`src/rtl/dmem_pkg.sv`:
```
// dmem_pkg: shared definitions for the block-granular data memory.
//   state_t          - responder FSM encoding (IDLE=0, ACCESS=1, DONE=2)
//   BLOCK_W          - width of one memory block in bits
//   DEFAULT_ADDR_W   - block address width shared with the data cache
//   DEFAULT_DEPTH    - number of blocks (2**DEFAULT_ADDR_W)
//   DEFAULT_LATENCY  - array-access cycles per request
package dmem_pkg;

  typedef enum logic [1:0] {
    IDLE   = 2'd0,
    ACCESS = 2'd1,
    DONE   = 2'd2
  } state_t;

  localparam int BLOCK_W         = 32;
  localparam int DEFAULT_ADDR_W  = 6;
  localparam int DEFAULT_DEPTH   = 64;
  localparam int DEFAULT_LATENCY = 5;

endpackage

```
`src/rtl/dmem_array.sv`:
```
// dmem_array: DEPTH x BLOCK_W block storage.
//   clock   in   system clock
//   reset   in   synchronous active-high clear of every block and of rdata
//   we      in   write enable: mem[addr] <= wdata at the rising edge
//   re      in   read enable: rdata <= mem[addr] at the rising edge
//   addr    in   block address (DEPTH must equal 2**ADDR_W)
//   wdata   in   write data
//   rdata   out  registered read data; holds until the next enabled read
module dmem_array
  import dmem_pkg::*;
#(
  parameter int DEPTH  = DEFAULT_DEPTH,
  parameter int ADDR_W = DEFAULT_ADDR_W
) (
  input  logic               clock,
  input  logic               reset,
  input  logic               we,
  input  logic               re,
  input  logic [ADDR_W-1:0]  addr,
  input  logic [BLOCK_W-1:0] wdata,
  output logic [BLOCK_W-1:0] rdata
);

  logic [BLOCK_W-1:0] mem [DEPTH];

  // Reset has priority: a write coinciding with reset is dropped.
  always_ff @(posedge clock) begin
    if (reset) begin
      for (int i = 0; i < DEPTH; i++) begin
        mem[i] <= '0;
      end
      rdata <= '0;
    end else begin
      if (we) begin
        mem[addr] <= wdata;
      end
      if (re) begin
        rdata <= mem[addr];
      end
    end
  end

endmodule

```
`src/rtl/dmem_block_responder.sv`:
```
// dmem_block_responder: responder end of the data-cache miss/write-back port.
// Accepts one block read or write per request, holds busywait high for
// LATENCY array cycles, then retires the access with one busywait-low cycle.
//
// Ports:
//   clock      in   system clock
//   reset      in   synchronous active-high reset (FSM, readdata, all blocks)
//   read       in   block read request, held until busywait sampled low
//   write      in   block write request, held until busywait sampled low
//   address    in   block address, captured when the request is accepted
//   writedata  in   block write data, captured when the request is accepted
//   readdata   out  registered read data, changes only when a read completes
//   busywait   out  combinational stall to the requester
//   fsm_state  out  current FSM state (debug visibility)
//   proto_err  out  sticky requester-protocol violation flag; present only
//                   when DMEM_PROTOCOL_CHECK_EN is defined
//
// Handshake: the requester raises read or write with a stable address (and
// data for writes) and keeps them held while busywait is high; the access is
// complete in the first cycle busywait is low, and the requester may drop or
// change its request after that cycle's rising edge. If read and write are
// both high the request is a write.
module dmem_block_responder
  import dmem_pkg::*;
#(
  parameter int LATENCY = DEFAULT_LATENCY,
  parameter int DEPTH   = DEFAULT_DEPTH,
  parameter int ADDR_W  = DEFAULT_ADDR_W
) (
  input  logic               clock,
  input  logic               reset,
  input  logic               read,
  input  logic               write,
  input  logic [ADDR_W-1:0]  address,
  input  logic [BLOCK_W-1:0] writedata,
  output logic [BLOCK_W-1:0] readdata,
  output logic               busywait,
  output state_t             fsm_state
`ifdef DMEM_PROTOCOL_CHECK_EN
  ,
  output logic               proto_err
`endif
);

  localparam int CNT_W = (LATENCY > 1) ? $clog2(LATENCY) : 1;
  localparam logic [CNT_W-1:0] CNT_LOAD = CNT_W'(LATENCY - 1);

  state_t             state;
  logic [CNT_W-1:0]   cnt;
  logic               cap_write;
  logic [ADDR_W-1:0]  cap_addr;
  logic [BLOCK_W-1:0] cap_data;
  logic               access_fire;

  // Single FSM register plus latency counter; the request is captured on
  // acceptance so later address/data changes cannot affect the access.
  always_ff @(posedge clock) begin
    if (reset) begin
      state     <= IDLE;
      cnt       <= '0;
      cap_write <= 1'b0;
      cap_addr  <= '0;
      cap_data  <= '0;
    end else begin
      case (state)
        IDLE: begin
          if (read || write) begin
            cap_write <= write;
            cap_addr  <= address;
            cap_data  <= writedata;
            cnt       <= CNT_LOAD;
            state     <= ACCESS;
          end
        end
        ACCESS: begin
          if (cnt == '0) begin
            state <= DONE;
          end else begin
            cnt <= cnt - 1'b1;
          end
        end
        DONE:    state <= IDLE;
        default: state <= IDLE;
      endcase
    end
  end

  // The array operation happens on the last ACCESS edge, the same edge that
  // moves the FSM to DONE, so readdata is valid throughout DONE.
  assign access_fire = (state == ACCESS) && (cnt == '0) && !reset;

  dmem_array #(
    .DEPTH  (DEPTH),
    .ADDR_W (ADDR_W)
  ) u_array (
    .clock (clock),
    .reset (reset),
    .we    (access_fire && cap_write),
    .re    (access_fire && !cap_write),
    .addr  (cap_addr),
    .wdata (cap_data),
    .rdata (readdata)
  );

  // While reset is asserted the state register may still hold ACCESS, so
  // busywait falls back to the IDLE rule explicitly.
  always_comb begin
    busywait = read | write;
    if (!reset) begin
      case (state)
        IDLE:    busywait = read | write;
        ACCESS:  busywait = 1'b1;
        DONE:    busywait = 1'b0;
        default: busywait = read | write;
      endcase
    end
  end

  assign fsm_state = state;

`ifdef DMEM_PROTOCOL_CHECK_EN
  logic op_broken;

  // The captured op's request line must stay high and the other must stay low.
  assign op_broken = cap_write ? (!write || read) : (!read || write);

  always_ff @(posedge clock) begin
    if (reset) begin
      proto_err <= 1'b0;
    end else if ((read && write) ||
                 ((state == ACCESS) && (op_broken || (address != cap_addr)))) begin
      proto_err <= 1'b1;
    end
  end
`endif

endmodule

```
`config.mk`:
```
export PLATFORM = sky130hd
export DESIGN_NAME = dmem_block_responder
export DESIGN_NICKNAME = d
export VERILOG_FILES = /design/src/rtl/dmem_pkg.sv /design/src/rtl/dmem_array.sv /design/src/rtl/dmem_block_responder.sv
export SDC_FILE = /design/constraint.sdc
export NUM_CORES = 2
export LEC_CHECK = 0
export ABC_AREA = 1
export ABC_CLOCK_PERIOD_IN_PS = 6450
export CORE_MARGIN = 2
export CORE_UTILIZATION = 50
export CTS_BUF_LIST = sky130_fd_sc_hd__clkbuf_8
export DETAILED_ROUTE_END_ITERATION = 8
export GPL_ROUTABILITY_DRIVEN = 0
export PLACE_DENSITY = 0.66
export SYNTH_ARGS = -nofsm -noshare
export SYNTH_HDL_FRONTEND = slang
export SYNTH_SLANG_ARGS = --single-unit
```
`constraint.sdc`:
```
create_clock -name clock -period 6.45 [get_ports clock]
set_clock_uncertainty 0.1 [all_clocks]
set_input_delay 1.935 -clock clock [delete_from_list [all_inputs] [get_ports clock]]
set_output_delay 1.935 -clock clock [all_outputs]
set_load 0.02 [all_outputs]
```
==> out/results.ini <==
[run_status]
status=finished, final reports clean

[final_layout]
fill_cells=17280
areaGrowthSynthToFinish_pct=9.539
stdcell_area_um2=107500
drive_above_1_share=0.07528
nets=10680
multi_input_area_um2=26530
regArea_um2=63020

[detailed_routing]
vias=73060
drt_iter0_markers=9084
viasPerCell=5.403
wl_per_cell_um=22.04
drc=0
dr.pass1.iters=7
ant_nets=0
wirelength_um=298000

[power]
switchingPower_mw=13.33
combPwrFrac=0.262
leakage_nw=45.04
max-vdd-ir-drop_mv=0.3830
p_int_mw=23.10
pwr-share-seq=0.440
p_clk_frac=0.298
power_mw=36.43
switching_share=0.3660
power_density_nw_per_um2=338.7

[clocking]
clk_pin_slew_worst_paths_ps=60
hold_buffers=0
cts-root-buf=clkbuf_8
ctsLongestPathBuffers=4
htree_num_levels=5
worst_skew_pair.late_latency_ps=1090
post_cts.repair.setup_buffers=0
cts_tree=built
cts_made_buffers=358
cts.sinks=2124
cts-resized-gates=0

[yosys]
synth_nets=10810
synth_seq_area_share=0.6419
synth.most_common_cell=nor2_1
synthesis.area_um2=98180
synth.avg_cell_area_um2=9.120
synthArstFlopShare=0
synth_edf_count=2048
synth-seq-cells=2124
synth_warnings=0
synth_flop_cell=edfxtp_1
ys_top_cells_by_area=edfxtp_1 63%, nor2_1 10%, nand2_1 8.8%
ys_top_cells_by_count=2643 x nor2_1, 2299 x nand2_1, 2048 x edfxtp_1
ys_types=23
synth.largest_area_cell=edfxtp_1
synthesis.instances=10770
synth_top_area_frac=0.6264

[setup_path]
cp-end-kind=primary output
r2r_slack_ps=1980
crit_slowest_cell=clkdlybuf4s50_1
start_kind=primary input
cp_max_fo=5
slowest_delay_ps=630
cp.arrival_ps=3500
worst-endpoint-required_ps=4410
worstPathCellList=clkdlybuf4s50_1 > inv_4 > nand2_1 > o21ai_0 > o21ai_0 > clkdlybuf4s50_1
worstSetupPathType=in -> out

[die]
start_util=0.5035
die_y_um=447.1
io_pins=77
core_area_um2=195000
die_area_um2=199900
die_w_um=447.1
std_cell_rows=162

[placed_design]
dpl.hpwl_um=182900
port-buffer-count=76
placed_cell_area_um2=101300

[timing]
rsz0062_at_grt=no
fin_crit_ps=5530
max-slew-margin-rel=0.1761
finalSetupViolCount=0
hold_violations=0
worstMarginPinSlew_ps=1236
fmaxAchievable_mhz=180.8
min_period_over_period=0.8574
slew_violations=0
tns_ps=0

[global_route]
grt_pass1_wl_um=434500
antenna_found_initial=7
grt_max_degree=184
grt_pass1_vias=67750
grt_use_total=0.2956
grt_overflow=0

[run]
maxCapViolCount=0

[min_path]
hold_class=reg -> reg

==> cell families after synthesis <==
| kind of cell | after synthesis | share of synthesized area |
|---|---|---|
| simple gates | 5687 | 0.2289 |
| buf+inv | 2309 | 0.08866 |
| flops | 2124 | 0.6419 |
| compound gates | 639 | 0.03981 |
| fa+ha+maj | 5 | 0.0006372 |
| xor+xnor | 1 | 0.00008922 |
==> cell type report <==
type / instances / share of cell area
Clock buffer: 377 / 0.04825
Inverter: 1494 / 0.05261
Antenna cell: 5 / 0.0001163
Timing Repair Buffer: 324 / 0.02613
Sequential cell: 2124 / 0.5860
Clock inverter: 242 / 0.009679
Tap cell: 2624 / 0.03053
Multi-Input combinational cell: 6332 / 0.2467
==> final timing paths <==
kind | startpoint | end | cells after the start
max | reset | busywait | 6
min | cnt[1] | cnt[1] | 2
max reg2reg | cap_addr[0] | u_array.rdata[19] | 11
min reg2reg | cnt[1] | cnt[1] | 2
==> stage by stage <==
stage	cells	util	worst slack, ps	hold slack, ps
floorplan	10770	-	1304	356.3
global placement	12900	0.5195	838.4	371.0
detailed placement	12900	0.5195	931.3	389.2
CTS	13520	0.5515	927.7	397.6
global route	13520	0.5515	885.9	428.5
finish	13520	0.5515	919.6	401.0
==> cells in the final DEF (no fill, tap or decap) <==
cell type	instances
inv_8	1
ha_1	5
or2_2	105
inv_2	4
dfxtp_4	1
clkbuf_8	377
nor2_1	2639
a211oi_1	1
buf_12	15
inv_4	2
nor3_2	11
diode_2	5
bufinv_16	3
clkinvlp_4	4
nor3_4	1
clkinv_2	53
nand2_1	2298
inv_1	1598
o21ai_0	308
nor2_4	3
clkdlybuf4s50_1	76
nor2_2	1
nand3_1	623
nand4_2	1
a21oi_1	47
nor4_4	2
edfxtp_1	2048
o211ai_1	283
xor2_1	1
buf_4	233
inv_6	2
nor3_1	2
dfxtp_1	75
nand2_4	1
clkinv_1	69
==> sequential cells by signal (all words and copies together), names as in the netlist <==
name and cells:
u_array.rdata 32, cap_addr 6, u_array.mem 2048, cnt 3
cap_data 32, cap_write 1, fsm_state 2
==> worst max-delay path: cells and delay by family <==
kind                   cells  cell delay [ps]
AND/OR/NAND/NOR            1               70
AO/OA/AOI/OAI              2              160
buffers and inverters      3             1330
==> layer usage <==
layer	vias up	global-route usage	part of all wire
met4	4	0.1578	0.058
met5	-	0	0.000081
met1	34780	0.4010	0.39
met3	662	0.06825	0.12
li1	33690	-	-
met2	3919	0.4426	0.44
==> power by group through the flow <==
stage | logic, mW | registers (mW) | clock network (mW)
detailed placement | 9.30 | 16.3 | 0
CTS | 9.33 | 16.0 | 11.0
floorplan | 5.36 | 16.2 | 0
global placement | 9.20 | 16.3 | 0
global route | 10.1 | 16.1 | 11.5
finish | 9.54 | 16.0 | 10.9
(Power assumes the default switching activity.)
